<file path="src/rtl/sigmoid_alu_accumulator_pkg.sv">
// sigmoid_ALU_pkg: shared widths and FSM state type for the sigmoid MAC stage.
package sigmoid_ALU_pkg;
  localparam int ACCUM_W = 14;
  localparam int ACT_W = 4;
  localparam int WGT_W = 4;
  localparam int PROD_W = ACT_W + 1 + WGT_W;
  localparam int CNT_W = 10;
  typedef enum logic [1:0] {IDLE, ACCUM, DONE} accum_state_t;
endpackage

</file>
<file path="src/rtl/sigmoid_alu_accumulator_product_adder.sv">
// sigmoid_ALU_product_adder: signed activation*weight product added to the running sum.
// Saturating add when SIGMOID_ALU_ACCUM_SAT_EN is defined, otherwise 14-bit wrap.
module sigmoid_ALU_product_adder
  import sigmoid_ALU_pkg::*;
(
  input  logic        [ACT_W-1:0]   activation,
  input  logic signed [WGT_W-1:0]   weight,
  input  logic signed [ACCUM_W-1:0] accum,
  output logic signed [ACCUM_W-1:0] next_accum
);
  logic signed [PROD_W-1:0] product;
  assign product = $signed({1'b0, activation}) * weight;
`ifdef SIGMOID_ALU_ACCUM_SAT_EN
  logic signed [ACCUM_W:0] sum;
  assign sum = {accum[ACCUM_W-1], accum} + {{(ACCUM_W+1-PROD_W){product[PROD_W-1]}}, product};
  // top two bits disagree only when the true result left the 14-bit range
  assign next_accum = (sum[ACCUM_W] ^ sum[ACCUM_W-1]) ? (sum[ACCUM_W] ? 14'h2000 : 14'h1FFF) : sum[ACCUM_W-1:0];
`else
  assign next_accum = accum + {{(ACCUM_W-PROD_W){product[PROD_W-1]}}, product};
`endif
endmodule

</file>
<file path="src/rtl/sigmoid_alu_accumulator.sv">
// sigmoid_alu_accumulator: N_TERMS-pair multiply-accumulate feeding the sigmoid calculator.
// Optional saturation via SIGMOID_ALU_ACCUM_SAT_EN (see product adder).
module sigmoid_alu_accumulator
  import sigmoid_ALU_pkg::*;
#(
  parameter int N_TERMS = 784
) (
  input  logic                      clk,
  input  logic                      n_rst,
  input  logic                      start,
  input  logic                      data_valid,
  input  logic        [ACT_W-1:0]   activation,
  input  logic signed [WGT_W-1:0]   weight,
  output logic signed [ACCUM_W-1:0] accum,
  output logic                      accum_valid,
  output logic                      busy,
  output logic        [CNT_W-1:0]   term_count
);
  accum_state_t state, next_state;
  logic signed [ACCUM_W-1:0] next_accum;
  logic take, last;
  sigmoid_ALU_product_adder u_adder (
    .activation(activation),
    .weight(weight),
    .accum(accum),
    .next_accum(next_accum)
  );
  assign take = (state == ACCUM) && data_valid && !start;
  assign last = term_count == CNT_W'(N_TERMS - 1);
  always_comb begin
    next_state = IDLE;
    next_state = start ? ACCUM : (state == ACCUM) ? ((data_valid && last) ? DONE : ACCUM) : IDLE;
  end
  always_ff @(posedge clk or negedge n_rst) begin
    if (!n_rst) begin
      state <= IDLE;
      accum <= '0;
      term_count <= '0;
    end else begin
      state <= next_state;
      if (start) begin
        accum <= '0;
        term_count <= '0;
      end else if (take) begin
        accum <= next_accum;
        term_count <= term_count + 1'b1;
      end
    end
  end
  assign busy = state == ACCUM;
  assign accum_valid = state == DONE;
endmodule

</file>
<file path="config.mk">
export PLATFORM = sky130hd
export DESIGN_NAME = sigmoid_alu_accumulator
export DESIGN_NICKNAME = d
export VERILOG_FILES = /design/src/rtl/sigmoid_alu_accumulator_pkg.sv /design/src/rtl/sigmoid_alu_accumulator_product_adder.sv /design/src/rtl/sigmoid_alu_accumulator.sv
export SDC_FILE = /design/constraint.sdc
export NUM_CORES = 1
export LEC_CHECK = 0
export BUFFER_PORTS_ARGS = -buffer_cell sky130_fd_sc_hd__buf_2
export CELL_PAD_IN_SITES_DETAIL_PLACEMENT = 0
export CELL_PAD_IN_SITES_GLOBAL_PLACEMENT = 1
export CORE_MARGIN = 8
export CORE_UTILIZATION = 39
export DETAILED_ROUTE_END_ITERATION = 10
export PLACE_DENSITY_LB_ADDON = 0.1
export SLEW_MARGIN = 5
export SYNTH_ARGS = -nofsm -noshare
export SYNTH_HDL_FRONTEND = slang
export SYNTH_SLANG_ARGS = --single-unit
export TNS_END_PERCENT = 100
</file>
<file path="constraint.sdc">
create_clock -name clk -period 2 [get_ports clk]
set_input_delay 0.3 -clock clk [delete_from_list [all_inputs] [get_ports clk]]
set_output_delay 0.3 -clock clk [all_outputs]
set_load 0.1 [all_outputs]
</file>
==> out/results.txt <==
The post-route fraction of the period consumed by the critical path is 2.18, and the clock-pin transition on the worst setup and hold timing paths is 100 ps. Once layout is complete, the cells apart from fillers number 437. Post-synth net total: 314.

In the final routing, the length of wire on met1 measures 3040 microns. The completed layout was analyzed and its total power is 3.71 mW. For the number of global-route vias before repair, the log shows 2244. Across the routed clock network, the largest skew measured is 2.97 ps.

Aggregate global-route resource usage: 0.146. The critical path goes through buf_6, nand2b_4, fa_1, fa_1, fa_1, inv_2, ha_4, a21o_1, a31oi_4, o311ai_4, ha_4, and4_1, a31oi_1, o21ai_1, a221oi_2, mux2i_1, mux2_1. After legalization and detailed placement, the total HPWL measured 4570 microns. Setup violations remaining at the end of the flow were counted as 12. The part of the total power dissipated in the clock network was 0.125. The max-capacitance violation count came out at 0.

In this design, the stage delay of the slowest critical-path cell is 510 ps. Final non-filler cell area: 0.00357 sq mm. Slowest library cell on the worst path: fa_1. The multi-input combinational cells in the finished layout cover a total of 0.00194 sq mm.

After global routing the overflow that remains totals 0. The worst hold path belongs to the class input port to async pin. The number of max-slew violations in the final report came out at 0. The headroom to the max-slew limit is 0.566. After detailed routing, the average wire length per cell comes to 14.4 microns. In the routed design, unresolved DRC markers number 0. The post-layout net count is 413.

The logs give 1.72 mW for the total net switching power and 38 for the top-level I/O count. For the finished layout, the period the worst path requires is 4360 ps. Number of instances in the synthesized netlist: 264. The logs give 0.000760 V for the worst IR drop on VDD and -2360 ps for the least setup slack across all paths after layout. The initialized floorplan defines 28 standard-cell rows. The run gives 46 as the number of different library cells in the post-synthesis netlist. The area of the placeable core was 0.00585 sq mm. After detailed routing, the number of vias per cell comes to 4.96.

For this design the static power due to leakage is 1.80 nW. TritonCTS built the clock tree. From left edge to right edge, the die measures 93.3 microns. In the final layout, flip-flops and latches occupy 653 sq um.

The checks that failed: setup timing. At the worst endpoint, the required time is 2170 ps. The run finished, with violations left. Power spread over the standard cell area amounts to 1040 mW/mm^2. The clock drives 26 sinks. Before antenna repair, the detailed router went through 4 iterations. The highest layer touched by signal routing is met4. The final route contains 2169 vias.

The met3 layer wire length in the routed design is 157 microns, and the share of flip-flops with an asynchronous set or reset after synthesis is 1.00. The count of endpoints failing hold in the final timing report is 0. Entering global routing, the biggest net connects 32 pins. The switching share of power is 0.464. Routability-driven placement finished with a final weighted congestion of 0.811.

Timing would allow up to 0.229 GHz. The number of clock buffers added by TritonCTS is 3. The register share of total power was 0.181. The synthesis-to-finish area growth is 53.1%. After detailed placement, the total cell area comes to 0.00319 sq mm. For the worst-skew pair, the clock arrives at the later sink with an insertion delay of 280 ps. The run gives 1 as the number of H-tree levels. The run gives 4530 ps as the arrival time at the worst endpoint. The logs give 0.694 for the combinational group share of total power and 0.398 for the starting density of the core. For the detailed router's first-iteration violation count, the log shows 67. Internal power comes to 1.99 mW. The worst setup path is captured at a register. Along the worst path, the maximum fanout reaches 7. The floorplan step set the die height to 93.3 microns. In this run the remaining antenna-violating nets after routing total 0. The worst setup path is launched from an input port. In this run, placement finished with an instance count of 424. Setup repair after global routing could not meet its margin everywhere. The run gives 10400 microns as the wire length of the first global-routing pass. The transition time at the pin with the least slew margin works out to 651 ps.

Sequential fraction of the synthesis area: 0.279. The cell sitting at the root of the clock tree is a clkbuf_8. The synthesized design contains 26 register bits.

The share of layout cells above drive strength 1 is 0.434. After detailed routing, the total wire length is 6290 microns. Initial antenna violation count: 0. The top cell family by delay on the critical path is adder cells. The number of flops mapped to enable cells by yosys was 0; the count of buffering cells on the critical path with inverters included was 2. Most repeated library cell on the critical path: fa_1. The filler cell count came out at 510. Among all flip-flop cells after synthesis, the most frequent one is dfrtp_1. Input and output buffers added on the ports amount to 37. In the final timing run, aggregate negative setup slack is -18820 ps. The critical path is of the input port to register type.

The total inserted antenna cells came out at 0. The mapped netlist covers 0.00233 sq mm. The number of buffers on the longest clock path was 2; the mean area per synthesized cell was 8.82 sq um.

The total met2 wirelength after detailed routing is 3040 microns, and the yosys synthesis warning count is 0. The die covers 0.00870 sq mm.
-- cells in the mapped netlist (all sizes together), types with 2 or more instances --
| cell type | n | area, sq um |
|---|---|---|
| a211o | 2 | 18.8 |
| a211oi | 4 | 35.0 |
| a21o | 8 | 61.3 |
| a21oi | 15 | 75.1 |
| a221oi | 2 | 23.8 |
| a22o | 2 | 17.5 |
| a311o | 3 | 30.0 |
| a31oi | 6 | 37.5 |
| and2 | 9 | 56.3 |
| and3 | 4 | 25.0 |
| and4 | 2 | 17.5 |
| buf | 2 | 10.0 |
| clkbuf | 5 | 18.8 |
| dfrtp | 26 | 651 |
| fa | 6 | 120 |
| ha | 32 | 400 |
| inv | 22 | 82.6 |
| nand2 | 28 | 105 |
| nand2b | 3 | 18.8 |
| nand3 | 4 | 20.0 |
| nand3b | 3 | 22.5 |
| nand4 | 2 | 12.5 |
| nor2 | 26 | 97.6 |
| nor2b | 6 | 37.5 |
| nor3 | 2 | 10.0 |
| nor3b | 2 | 15.0 |
| o211ai | 2 | 15.0 |
| o21a | 3 | 22.5 |
| o21ai | 3 | 15.0 |
| or3 | 3 | 18.8 |
| xnor2 | 9 | 78.8 |
| xor2 | 8 | 70.1 |
-- metrics by stage --
| stage | utilization | setup WS (ps) | hold slack [ps] |
|---|---|---|---|
| global placement | 0.545 | -2590 | 362 |
| CTS | 0.584 | -2330 | 54.7 |
| floorplan | - | -2420 | 4.41 |
| finish | 0.609 | -2360 | 32.3 |
| detailed placement | 0.545 | -2650 | 374 |
| global route | 0.609 | -2520 | 74.8 |
-- cell type report --
class / instances / share of cell area
Sequential cell: 26 / 0.183
Clock inverter: 1 / 0.00842
Timing Repair Buffer: 101 / 0.205
Inverter: 22 / 0.0232
Tap cell: 75 / 0.0263
Multi-Input combinational cell: 209 / 0.543
Clock buffer: 3 / 0.0116
-- layer usage --
layer	up-vias	track usage
met5	-	0
met4	0	0.0255
met3	4	0.0272
met2	25	0.249
met1	1015	0.187
li1	1125	-
-- layout by cell type (no fill, tap or decap), types with 3 or more instances in the layout --
| master | instances |
|---|---|
| a31oi_4 | 3 |
| buf_4 | 52 |
| and3_1 | 4 |
| a21o_1 | 7 |
| a311o_1 | 3 |
| buf_2 | 34 |
| or3_1 | 3 |
| a21oi_2 | 6 |
| nand3_1 | 3 |
| and2_1 | 7 |
| nor2_4 | 3 |
| ha_4 | 11 |
| nand3b_1 | 3 |
| nor2b_1 | 3 |
| ha_1 | 21 |
| fa_1 | 5 |
| inv_1 | 18 |
| nor2_1 | 23 |
| xnor2_1 | 7 |
| clkbuf_8 | 3 |
| inv_2 | 4 |
| nand2_1 | 26 |
| buf_6 | 15 |
| dfrtp_1 | 24 |
| a21oi_1 | 9 |
| xor2_1 | 8 |
-- timing repair --
action / 4_1_cts / 5_1_grt
pin swaps: 17 / 27
endpoints found under the setup margin: 12 / 12
gates resized for setup: 26 / 23
buffers inserted: 4 / 8
hold buffers: 0 / 0
-- registers in the layout, indices dropped and copies added (netlist names) --
register and flops:
state 2, accum 14, term_count 10
-- power by group through the flow --
stage / Clock [mW] / Combinational (mW) / Sequential, mW
global route: 0.495 / 2.77 / 0.683
floorplan: 0 / 1.04 / 1.19
finish: 0.463 / 2.57 / 0.671
detailed placement: 0 / 2.14 / 0.679
CTS: 0.477 / 2.33 / 0.672
global placement: 0 / 2.14 / 0.676
-- kinds of logic after synthesis --
group | after synthesis | share of synthesized area
compound gates | 55 | 0.170
xor+xnor | 17 | 0.0639
fa+ha+maj | 38 | 0.223
buf+inv | 29 | 0.0478
flops | 26 | 0.279
mux | 2 | 0.00913
simple gates | 97 | 0.206
-- path summary, 6_finish.rpt --
check / start / cells past startpoint / slack [ps] / end
min reg2reg: accum[6] / 2 / 580 / accum[6]
max: activation[0] / 17 / -2360 / accum[13]
min in group clk: data_valid / 4 / 380 / state[0]
min: n_rst / 1 / 30 / accum[7]
max in group asynchronous: n_rst / 1 / 1510 / accum[1]
max reg2reg: accum[0] / 9 / -430 / accum[12]
No activity file was read; power rests on OpenSTA's default activity.
